[config.mk]
export PLATFORM = sky130hd
export DESIGN_NAME = ysyx_23060201_gpr_wb_arbiter_flat
export DESIGN_NICKNAME = d
export VERILOG_FILES = /design/src/rtl/ysyx_23060201_gpr_wb_arbiter_if.sv /design/src/rtl/ysyx_23060201_gpr_wb_arbiter.sv /design/src/flat_wrapper.sv
export SDC_FILE = /design/constraint.sdc
export NUM_CORES = 1
export LEC_CHECK = 0
export CAP_MARGIN = 25
export CORE_ASPECT_RATIO = 0.9
export CORE_MARGIN = 5
export CORE_UTILIZATION = 40
export DETAILED_ROUTE_END_ITERATION = 10
export DONT_BUFFER_PORTS = 1
export GPL_TIMING_DRIVEN = 0
export PLACE_DENSITY_LB_ADDON = 0.05
export REMOVE_ABC_BUFFERS = 1
export SYNTH_ARGS = -nofsm -noshare
export SYNTH_HDL_FRONTEND = slang
export SYNTH_SLANG_ARGS = --single-unit
[constraint.sdc]
create_clock -name clk -period 3.8 [get_ports clk]
set_clock_uncertainty 0.15 [all_clocks]
set_input_delay 0.57 -clock clk [delete_from_list [all_inputs] [get_ports clk]]
set_output_delay 0.57 -clock clk [all_outputs]
set_load 0.02 [all_outputs]
[src/rtl/ysyx_23060201_gpr_wb_arbiter_if.sv]
// Bus bundle between IDU/EXU/LSU, the writeback arbiter and the GPR file.
// The slave modport is the arbiter's view; master is the surrounding pipeline.
interface ysyx_23060201_gpr_wb_arbiter_if #(
    parameter int unsigned GPR_ADDR_WIDTH = 5,
    parameter int unsigned DATA_WIDTH     = 32
);
    logic                      id_valid;
    logic                      id_ready;
    logic [1:0]                id_ren;
    logic [GPR_ADDR_WIDTH-1:0] id_rs1;
    logic [GPR_ADDR_WIDTH-1:0] id_rs2;
    logic                      id_rd_wen;
    logic [GPR_ADDR_WIDTH-1:0] id_rd;

    logic                      alu_valid;
    logic                      alu_ready;
    logic [GPR_ADDR_WIDTH-1:0] alu_waddr;
    logic [DATA_WIDTH-1:0]     alu_wdata;

    logic                      lsu_valid;
    logic                      lsu_ready;
    logic [GPR_ADDR_WIDTH-1:0] lsu_waddr;
    logic [DATA_WIDTH-1:0]     lsu_wdata;

    logic [1:0]                gpr_ren;
    logic [GPR_ADDR_WIDTH-1:0] gpr_raddr1;
    logic [GPR_ADDR_WIDTH-1:0] gpr_raddr2;
    logic                      gpr_wen;
    logic [GPR_ADDR_WIDTH-1:0] gpr_waddr;
    logic [DATA_WIDTH-1:0]     gpr_wdata;

    modport slave (
        input  id_valid, id_ren, id_rs1, id_rs2, id_rd_wen, id_rd,
        input  alu_valid, alu_waddr, alu_wdata,
        input  lsu_valid, lsu_waddr, lsu_wdata,
        output id_ready, alu_ready, lsu_ready,
        output gpr_ren, gpr_raddr1, gpr_raddr2, gpr_wen, gpr_waddr, gpr_wdata
    );

    modport master (
        output id_valid, id_ren, id_rs1, id_rs2, id_rd_wen, id_rd,
        output alu_valid, alu_waddr, alu_wdata,
        output lsu_valid, lsu_waddr, lsu_wdata,
        input  id_ready, alu_ready, lsu_ready,
        input  gpr_ren, gpr_raddr1, gpr_raddr2, gpr_wen, gpr_waddr, gpr_wdata
    );
endinterface

[src/rtl/ysyx_23060201_gpr_wb_arbiter.sv]
// GPR writeback arbiter (ALU/LSU round-robin) with busy scoreboard and issue hazard gating.
// Optional YSYX_23060201_GPR_WB_CHECK_EN adds a sticky wb_err protocol checker output.
module ysyx_23060201_gpr_wb_arbiter #(
    parameter int unsigned GPR_ADDR_WIDTH = 5,
    parameter int unsigned DATA_WIDTH     = 32
) (
    input  logic clk,
    input  logic rst,
`ifdef YSYX_23060201_GPR_WB_CHECK_EN
    output logic wb_err,
`endif
    ysyx_23060201_gpr_wb_arbiter_if.slave bus
);
    localparam int unsigned NREGS = 2 ** GPR_ADDR_WIDTH;

    typedef enum logic {
        RR_ALU = 1'b0,
        RR_LSU = 1'b1
    } rr_e;

    rr_e                       rr_q, rr_d;
    logic [NREGS-1:0]          busy_q, busy_d;
    logic                      wen_q, wen_d;
    logic [GPR_ADDR_WIDTH-1:0] waddr_q, waddr_d;
    logic [DATA_WIDTH-1:0]     wdata_q, wdata_d;

    logic                      hazard;
    logic                      fire;
    logic                      alu_gnt, lsu_gnt, gnt_any;
    logic [GPR_ADDR_WIDTH-1:0] sel_addr;
    logic [DATA_WIDTH-1:0]     sel_data;

    // Issue gating against RAW on sources and WAW on the destination
    always_comb begin
        hazard = (bus.id_ren[0] & busy_q[bus.id_rs1])
               | (bus.id_ren[1] & busy_q[bus.id_rs2])
               | (bus.id_rd_wen & busy_q[bus.id_rd]);
        fire   = bus.id_valid & ~hazard;
    end

    assign bus.id_ready   = ~hazard;
    assign bus.gpr_ren    = fire ? bus.id_ren : 2'b00;
    assign bus.gpr_raddr1 = bus.id_rs1;
    assign bus.gpr_raddr2 = bus.id_rs2;

    always_ff @(posedge clk or posedge rst) begin
        if (rst) begin
            rr_q    <= RR_ALU;
            busy_q  <= '0;
            wen_q   <= 1'b0;
            waddr_q <= '0;
            wdata_q <= '0;
        end else begin
            rr_q    <= rr_d;
            busy_q  <= busy_d;
            wen_q   <= wen_d;
            waddr_q <= waddr_d;
            wdata_q <= wdata_d;
        end
    end

    // Arbitration, write stage and scoreboard next state
    always_comb begin
        rr_d    = rr_q;
        busy_d  = busy_q;
        waddr_d = waddr_q;
        wdata_d = wdata_q;
        wen_d   = 1'b0;

        alu_gnt = bus.alu_valid & (~bus.lsu_valid | (rr_q == RR_ALU));
        lsu_gnt = bus.lsu_valid & (~bus.alu_valid | (rr_q == RR_LSU));
        gnt_any = alu_gnt | lsu_gnt;
        sel_addr = lsu_gnt ? bus.lsu_waddr : bus.alu_waddr;
        sel_data = lsu_gnt ? bus.lsu_wdata : bus.alu_wdata;

        if (bus.alu_valid && bus.lsu_valid) begin
            rr_d = (rr_q == RR_ALU) ? RR_LSU : RR_ALU;
        end

        if (gnt_any && (sel_addr != '0)) begin
            wen_d   = 1'b1;
            waddr_d = sel_addr;
            wdata_d = sel_data;
        end

        // Clear on commit first so a same-index issue set takes priority
        if (wen_q) begin
            busy_d[waddr_q] = 1'b0;
        end
        if (fire && bus.id_rd_wen) begin
            busy_d[bus.id_rd] = 1'b1;
        end
        busy_d[0] = 1'b0;
    end

    assign bus.alu_ready = alu_gnt;
    assign bus.lsu_ready = lsu_gnt;
    assign bus.gpr_wen   = wen_q;
    assign bus.gpr_waddr = waddr_q;
    assign bus.gpr_wdata = wdata_q;

`ifdef YSYX_23060201_GPR_WB_CHECK_EN
    logic err_wb, err_issue;

    always_comb begin
        err_wb    = gnt_any && (sel_addr != '0) && !busy_q[sel_addr];
        err_issue = fire && bus.id_rd_wen && (bus.id_rd != '0)
                 && wen_q && (waddr_q == bus.id_rd);
    end

    always_ff @(posedge clk or posedge rst) begin
        if (rst) begin
            wb_err <= 1'b0;
        end else if (err_wb || err_issue) begin
            wb_err <= 1'b1;
        end
    end

`ifndef SYNTHESIS
    always_ff @(posedge clk) begin
        if (!rst && err_wb) begin
            $display("gpr_wb_arbiter: writeback to non-busy x%0d", sel_addr);
        end
        if (!rst && err_issue) begin
            $display("gpr_wb_arbiter: issue rd x%0d collides with commit", bus.id_rd);
        end
    end
`endif
`endif

endmodule

[src/flat_wrapper.sv]
// flat-port wrapper written by rule: the top's interface ports become plain ports
module ysyx_23060201_gpr_wb_arbiter_flat 
#(
    parameter int unsigned GPR_ADDR_WIDTH = 5,
    parameter int unsigned DATA_WIDTH     = 32
)
  (clk, rst, bus_id_valid, bus_id_ren, bus_id_rs1, bus_id_rs2, bus_id_rd_wen, bus_id_rd, bus_alu_valid, bus_alu_waddr, bus_alu_wdata, bus_lsu_valid, bus_lsu_waddr, bus_lsu_wdata, bus_id_ready, bus_alu_ready, bus_lsu_ready, bus_gpr_ren, bus_gpr_raddr1, bus_gpr_raddr2, bus_gpr_wen, bus_gpr_waddr, bus_gpr_wdata);
  ysyx_23060201_gpr_wb_arbiter_if #(.GPR_ADDR_WIDTH(GPR_ADDR_WIDTH), .DATA_WIDTH(DATA_WIDTH)) bus_i ();
  input  logic clk;
  input  logic rst;
  input wire logic [$bits(bus_i.id_valid)-1:0] bus_id_valid;
  input wire logic [$bits(bus_i.id_ren)-1:0] bus_id_ren;
  input wire logic [$bits(bus_i.id_rs1)-1:0] bus_id_rs1;
  input wire logic [$bits(bus_i.id_rs2)-1:0] bus_id_rs2;
  input wire logic [$bits(bus_i.id_rd_wen)-1:0] bus_id_rd_wen;
  input wire logic [$bits(bus_i.id_rd)-1:0] bus_id_rd;
  input wire logic [$bits(bus_i.alu_valid)-1:0] bus_alu_valid;
  input wire logic [$bits(bus_i.alu_waddr)-1:0] bus_alu_waddr;
  input wire logic [$bits(bus_i.alu_wdata)-1:0] bus_alu_wdata;
  input wire logic [$bits(bus_i.lsu_valid)-1:0] bus_lsu_valid;
  input wire logic [$bits(bus_i.lsu_waddr)-1:0] bus_lsu_waddr;
  input wire logic [$bits(bus_i.lsu_wdata)-1:0] bus_lsu_wdata;
  output wire logic [$bits(bus_i.id_ready)-1:0] bus_id_ready;
  output wire logic [$bits(bus_i.alu_ready)-1:0] bus_alu_ready;
  output wire logic [$bits(bus_i.lsu_ready)-1:0] bus_lsu_ready;
  output wire logic [$bits(bus_i.gpr_ren)-1:0] bus_gpr_ren;
  output wire logic [$bits(bus_i.gpr_raddr1)-1:0] bus_gpr_raddr1;
  output wire logic [$bits(bus_i.gpr_raddr2)-1:0] bus_gpr_raddr2;
  output wire logic [$bits(bus_i.gpr_wen)-1:0] bus_gpr_wen;
  output wire logic [$bits(bus_i.gpr_waddr)-1:0] bus_gpr_waddr;
  output wire logic [$bits(bus_i.gpr_wdata)-1:0] bus_gpr_wdata;
  assign bus_i.id_valid = bus_id_valid;
  assign bus_i.id_ren = bus_id_ren;
  assign bus_i.id_rs1 = bus_id_rs1;
  assign bus_i.id_rs2 = bus_id_rs2;
  assign bus_i.id_rd_wen = bus_id_rd_wen;
  assign bus_i.id_rd = bus_id_rd;
  assign bus_i.alu_valid = bus_alu_valid;
  assign bus_i.alu_waddr = bus_alu_waddr;
  assign bus_i.alu_wdata = bus_alu_wdata;
  assign bus_i.lsu_valid = bus_lsu_valid;
  assign bus_i.lsu_waddr = bus_lsu_waddr;
  assign bus_i.lsu_wdata = bus_lsu_wdata;
  assign bus_id_ready = bus_i.id_ready;
  assign bus_alu_ready = bus_i.alu_ready;
  assign bus_lsu_ready = bus_i.lsu_ready;
  assign bus_gpr_ren = bus_i.gpr_ren;
  assign bus_gpr_raddr1 = bus_i.gpr_raddr1;
  assign bus_gpr_raddr2 = bus_i.gpr_raddr2;
  assign bus_gpr_wen = bus_i.gpr_wen;
  assign bus_gpr_waddr = bus_i.gpr_waddr;
  assign bus_gpr_wdata = bus_i.gpr_wdata;
  ysyx_23060201_gpr_wb_arbiter #(.GPR_ADDR_WIDTH(GPR_ADDR_WIDTH), .DATA_WIDTH(DATA_WIDTH)) u_core (.clk(clk), .rst(rst), .bus(bus_i));
endmodule
# After elaboration in Yosys (flattened, before gate mapping)
# Index checks and enable logic that the tools add are counted.
dict set report word_totals {
  word_cells 52
  ff_bits 70
  in_bits 97
}
dict set report classes {
  n_reduce_logical 6
  order_cmp 6
  n_bitwise 18
  muxes 17
}
# cell count
set op_table {}
lappend op_table {{two-way mux 32 bit} 3}
lappend op_table {{bitwise AND 32 bit} 1}
lappend op_table {{inverter 32 bit} 1}
lappend op_table {{bitwise OR 32 bit} 1}
lappend op_table {{less-than comparator 5 x 6 -> 1 bit, second input constant} 4}
lappend op_table {{binary-select mux 1 bit (select 5 bit)} 3}
lappend op_table {{demux 1 bit (select 5 bit)} 2}
lappend op_table {{>= comparator 5 x 1 -> 1 bit, second input constant} 2}
lappend op_table {{two-way mux 1 bit} 7}
lappend op_table {{bitwise AND 1 bit} 6}
lappend op_table {{logical AND 1 bit} 5}
lappend op_table {{two-way mux 5 bit} 1}
lappend op_table {{bitwise OR 1 bit} 5}
lappend op_table {{nonzero test 5 bit} 1}
lappend op_table {{inverter 1 bit} 4}
lappend op_table {{two-way mux 2 bit} 1}

# Longest topological paths before layout
# Gate-level depths: netlist of the first run.
dict set report logic_depth {
  word_depth 9
  ltp_mapped 10
}

# Worst setup path before layout of the first run
# Ideal clock, no wire load.
dict set report synth_path {
  path_kind {input to output}
  from {input bus_id_rs2[0]}
  to {output bus_gpr_ren[0]}
  cell_stages 9
  n_path_buf 3
  t_arrival_ps 2933
  path_slack_ps 147
  required_ps 3080
  path_cell_list {clkbuf_1 > mux4_2 > mux2_2 > a21oi_1 > o21ai_0 > a32o_1 > clkbuf_1 > buf_2 > nor3_1}
}
dict set report synth_between {
  elab_chain_cells 8
}
# item line_no
set synth_rtl {}
lappend synth_rtl {{start, declared} flat_wrapper.sv:14} ;# input wire logic [$bits(bus_i.id_rs2)-1:0] bus_id_rs2;
lappend synth_rtl {{binary-select mux 1 bit (select 5 bit)} ysyx_23060201_gpr_wb_arbiter.sv:36} ;# | (bus.id_ren[1] & busy_q[bus.id_rs2])
lappend synth_rtl {{two-way mux 1 bit (implied by the code)} ysyx_23060201_gpr_wb_arbiter.sv:36}
lappend synth_rtl {{bitwise AND 1 bit} ysyx_23060201_gpr_wb_arbiter.sv:36}
lappend synth_rtl {{bitwise OR 1 bit} ysyx_23060201_gpr_wb_arbiter.sv:36}
lappend synth_rtl {{bitwise OR 1 bit} ysyx_23060201_gpr_wb_arbiter.sv:37} ;# | (bus.id_rd_wen & busy_q[bus.id_rd]);
lappend synth_rtl {{inverter 1 bit} ysyx_23060201_gpr_wb_arbiter.sv:38} ;# fire = bus.id_valid & ~hazard;
lappend synth_rtl {{bitwise AND 1 bit} ysyx_23060201_gpr_wb_arbiter.sv:38}
lappend synth_rtl {{two-way mux 2 bit} ysyx_23060201_gpr_wb_arbiter.sv:42} ;# assign bus.gpr_ren = fire ? bus.id_ren : 2'b00;
lappend synth_rtl {{end, declared} flat_wrapper.sv:26} ;# output wire logic [$bits(bus_i.gpr_ren)-1:0] bus_gpr_ren;
# Every way passes these cells. The select of a mux whose other input is x is not followed.

# Worst setup path after layout of the first run
dict set report layout_path {
  from {register u_core.busy_q[22]}
  to {output bus_gpr_ren[0]}
}
dict set report layout_between {
  elab_chain_cells 8
}
# item line_no
set layout_rtl {}
lappend layout_rtl {{start, declared} ysyx_23060201_gpr_wb_arbiter.sv:22} ;# logic [NREGS-1:0] busy_q, busy_d;
lappend layout_rtl {{start signal, assigned} ysyx_23060201_gpr_wb_arbiter.sv:55} ;# busy_q <= busy_d;
lappend layout_rtl {{binary-select mux 1 bit (select 5 bit), on equally long branches} {ysyx_23060201_gpr_wb_arbiter.sv:35, ysyx_23060201_gpr_wb_arbiter.sv:36}}
lappend layout_rtl {{two-way mux 1 bit, on equally long branches} {ysyx_23060201_gpr_wb_arbiter.sv:35, ysyx_23060201_gpr_wb_arbiter.sv:36}}
lappend layout_rtl {{bitwise AND 1 bit, on equally long branches} {ysyx_23060201_gpr_wb_arbiter.sv:35, ysyx_23060201_gpr_wb_arbiter.sv:36}}
lappend layout_rtl {{bitwise OR 1 bit} ysyx_23060201_gpr_wb_arbiter.sv:36}
lappend layout_rtl {{bitwise OR 1 bit *} ysyx_23060201_gpr_wb_arbiter.sv:37}
lappend layout_rtl {{inverter 1 bit *} ysyx_23060201_gpr_wb_arbiter.sv:38}
lappend layout_rtl {{bitwise AND 1 bit *} ysyx_23060201_gpr_wb_arbiter.sv:38}
lappend layout_rtl {{two-way mux 2 bit *} ysyx_23060201_gpr_wb_arbiter.sv:42}
# Mark *: on every way between the ends. The rest lies on a longest branch, timed or not. The select of a mux whose other input is x is not followed.

==> impl_metrics.py, run 1 <==
metrics = {
    "synthesis": {
        "yosys_reg_bits": 70,
        "synth-compound-area-share": 0.2000,
        "synthesis.area_per_instance_um2": 9.427,
        "synthArstFlopShare": 1.000,
        "muxShareOfSynthArea": 0.1358,
        "yosys.area_share.xor_xnor": 0.002121,
        "synth.lib_cells_used.distinct": 40,
        "netlist_area_um2": 4129,
        "synth_top_family_by_area": "compound AO/OA/AOI/OAI gates",
        "yosys_warnings": 0,
        "postSynthCellCount": 438,
        "synth_adder_area_share": 0,
        "synthFlopType": "sky130_fd_sc_hd__dfrtp_1",
        "synth.yosys.seq_area_share": 0.4242,
        "synth_edf_count": 0,
        "yosys.area_share.simple": 0.1706,
    },
    "timing": {
        "final.period_utilization": 0.9644,
        "tightestPinTransition_ns": 0.9151,
        "min_period_ns": 3.665,
        "final_max_slew_viol_count": 0,
        "fmax_mhz": 272.9,
        "rsz_0062_raised_after_global_routing": "no",
        "setup_viol_count_final": 0,
        "final_hold_vio_count": 0,
        "finalWorstSetupSlack_ns": 0.1353,
        "max_slew_margin": 0.3876,
        "totalNegativeSetupSlack_ns": 0,
    },
    "worst_hold_path": {
        "min-delay-path-class": "input pin to flip-flop",
    },
    "clock_tree": {
        "cts.root.buffer_cell": "sky130_fd_sc_hd__clkbuf_16",
        "tritoncts": "yes",
        "clock_latency_ns": 0.33,
        "tritoncts.num_buffers": 9,
        "cts_sinks": 70,
        "clk_pin_slew_ns": 0.06,
        "htreeDepth": 3,
        "max-clock-path-buffers": 2,
        "cts.repair_timing.setup_buffer_count": 0,
    },
    "cells_and_area": {
        "drive_gt1_frac": 0.1325,
        "final_cells": 544,
        "design_area_um2": 4499,
        "area_delta_synth_final_pct": 8.970,
        "antennaDiodeCount": 0,
        "nNetsFinal": 507,
    },
    "global_routing": {
        "first_global_vias": 3520,
        "grt_util_all_layers": 0.2008,
        "grt_pass1_wl_um": 19180,
        "grt_max_degree": 48,
        "grt_overflow": 0,
        "grt_antenna_before_repair": 0,
    },
    "critical_path": {
        "worstSetupStartpointType": "flip-flop",
        "crit_fanout": 18,
        "worst_path_max_delay_cell": "sky130_fd_sc_hd__a32o_1",
        "cpPeakStageDelay_ns": 0.53,
        "worstPathRequired_ns": 3.08,
        "crit_path_cell_trace": "mux4_2 > mux2_2 > a21oi_1 > o21ai_0 > a32o_1 > buf_16 > nor3_2",
        "crit_buf_inv": 1,
        "crit_arrival_ns": 2.94,
        "critPathTopFamily": "multiplexers",
        "setup.worst_path.class": "flip-flop to output pin",
        "critPathCaptureType": "output pin",
    },
    "detailed_routing": {
        "finalWirelength_um": 12520,
        "drt_pre_antenna_iters": 5,
        "top_layer_used": "met4",
        "detailroute.wirelength.met2_um": 5731,
        "routed_len_inst_um": 23.01,
        "met1Wirelength_um": 5130,
        "postRouteAntennaNets": 0,
        "initialDrtViolationCount": 344,
        "wl_met3_um": 1469,
        "drc_errors": 0,
        "detail_route.vias_per_cell": 6.419,
        "dr_total_vias": 3492,
    },
    "power": {
        "ir_worst_vdd_mv": 0.2835,
        "p_leak_nw": 1.778,
        "p_total_mw": 3.425,
        "powerDensity_nw_per_um2": 761.2,
    },
    "placed_design": {
        "port_buffers": 0,
        "placedCellCount": 527,
        "place_ws_ns": -0.05293,
        "finalWeightedCongestion": 0.8351,
        "detailed_place_hpwl_um": 8578,
        "dpl_cell_area_um2": 4177,
    },
    "floorplanning": {
        "initial_standard_cell_utilization_of_the_core": 0.4064,
        "floorplan.die.height_um": 106.4,
        "io_pins": 150,
        "die-width_um": 117.1,
        "design.core.area_um2": 10160,
        "core_rows": 35,
        "fp.dieArea_um2": 12460,
    },
    "outcome": {
        "outcome": "complete, no violations",
    },
    "run": {
        "max_cap_violations": 0,
    },
}
-- synth_stat cells (6+ instances only) --
master / n / share of area
sky130_fd_sc_hd__a31oi_1: 37 / 0.056
sky130_fd_sc_hd__o41ai_1: 29 / 0.062
sky130_fd_sc_hd__buf_2: 6 / 0.0073
sky130_fd_sc_hd__dfrtp_1: 70 / 0.42
sky130_fd_sc_hd__buf_4: 10 / 0.018
sky130_fd_sc_hd__mux2i_1: 8 / 0.019
sky130_fd_sc_hd__nand2_1: 85 / 0.077
sky130_fd_sc_hd__clkbuf_1: 25 / 0.023
sky130_fd_sc_hd__inv_1: 11 / 0.010
sky130_fd_sc_hd__o21ai_0: 35 / 0.042
sky130_fd_sc_hd__nand3b_1: 10 / 0.018
sky130_fd_sc_hd__nor2_1: 42 / 0.038
sky130_fd_sc_hd__mux4_2: 17 / 0.093
sky130_fd_sc_hd__nand3_1: 6 / 0.0073
-- stage by stage --
step	hold slack [ns]	utilization
6_report	0.2248	0.4429
5_1_grt	0.2181	0.4429
4_1_cts	0.2191	0.4429
3_5_place_dp	0.2969	0.4111
3_3_place_gp	0.3299	0.3994
2_1_floorplan	0.3060	-
-- repair_timing --
action / CTS / global route
hold buffers: 1 / 0
endpoints found under the hold margin: 23 / 0
endpoints found under the setup margin: 3 / 0
resized for setup: 3 / 0
-- cells by family after synthesis --
group	count (synthesis)
flip-flops	70
XOR/XNOR	1
AND/OR/NAND/NOR	160
AO/OA/AOI/OAI	120
buffers and inverters	56
multiplexers	31
-- cells in the final DEF (no fill, tap or decap), drive strengths merged, types with 2 or more instances in the layout --
cell and count:
o41ai 32, o22ai 5, clkinvlp 3, buf 4
nor3 2, nand3 6, nor2b 2, dfrtp 70
clkbuf 10, mux2i 8, inv 13, nand3b 10
nor2 42, o21ai 35, a21oi 2, a22oi 2
mux2 4, a31oi 37, nand2 85, or3 2
mux4 19, or3b 5
-- flip-flops by register name (all words and copies together) (netlist names) --
signal / cells
u_core.bus.gpr_wdata: 32
u_core.rr_q: 1
u_core.busy_q: 31
u_core.bus.gpr_wen: 1
u_core.bus.gpr_waddr: 5
-- where the power goes --
group | switching [mW] | leakage (nW) | internal (mW) | total (mW)
Sequential | 0.492 | 0.833 | 1.05 | 1.54
Combinational | 0.539 | 0.810 | 0.496 | 1.03
Clock | 0.339 | 0.136 | 0.513 | 0.853
Total | 1.37 | 1.78 | 2.05 | 3.42
-- area by class of cell --
| class | count | area, µm² |
|---|---|---|
| multi-input combinational | 312 | 2127 |
| inverter | 12 | 47.55 |
| sequential | 70 | 1752 |
| clock inverter | 6 | 70.07 |
| tap | 129 | 161.4 |
| timing repair buffer | 5 | 112.6 |
| clock buffer | 10 | 229.0 |
| fill | 1005 | 5660 |
-- final timing paths --
check	startpoint	endpoint	slack, ns	cells past startpoint
setup / recovery	u_core.busy_q[22]	bus_gpr_ren[0]	0.14	7
hold / removal	bus_lsu_wdata[19]	u_core.bus.gpr_wdata[19]	0.22	2
setup reg to reg	u_core.rr_q	u_core.bus.gpr_wdata[11]	0.56	7
hold reg to reg	u_core.rr_q	u_core.rr_q	0.40	1
max in group asynchronous	rst	u_core.busy_q[4]	2.40	3
min in group asynchronous	rst	u_core.busy_q[31]	0.55	2
-- per-layer routing --
metal / track usage / vias to the layer above
li1: - / 1568
met1: 0.2708 / 1692
met2: 0.2957 / 211
met3: 0.08480 / 21
met4: 0.05569 / 0
met5: 0 / -
No activity file was read; power rests on OpenSTA's default activity.
==> run 2, diff against run 1 <==
--- a/config.mk
+++ b/config.mk
@@ -9,6 +9,7 @@
 export CORE_ASPECT_RATIO = 0.9
 export CORE_MARGIN = 5
 export CORE_UTILIZATION = 40
+export CTS_CLUSTER_DIAMETER = 40
 export DETAILED_ROUTE_END_ITERATION = 10
 export DONT_BUFFER_PORTS = 1
 export GPL_TIMING_DRIVEN = 0
==> results of run 2 <==
Final layout, timing and power as in run 1 (identical DEF).
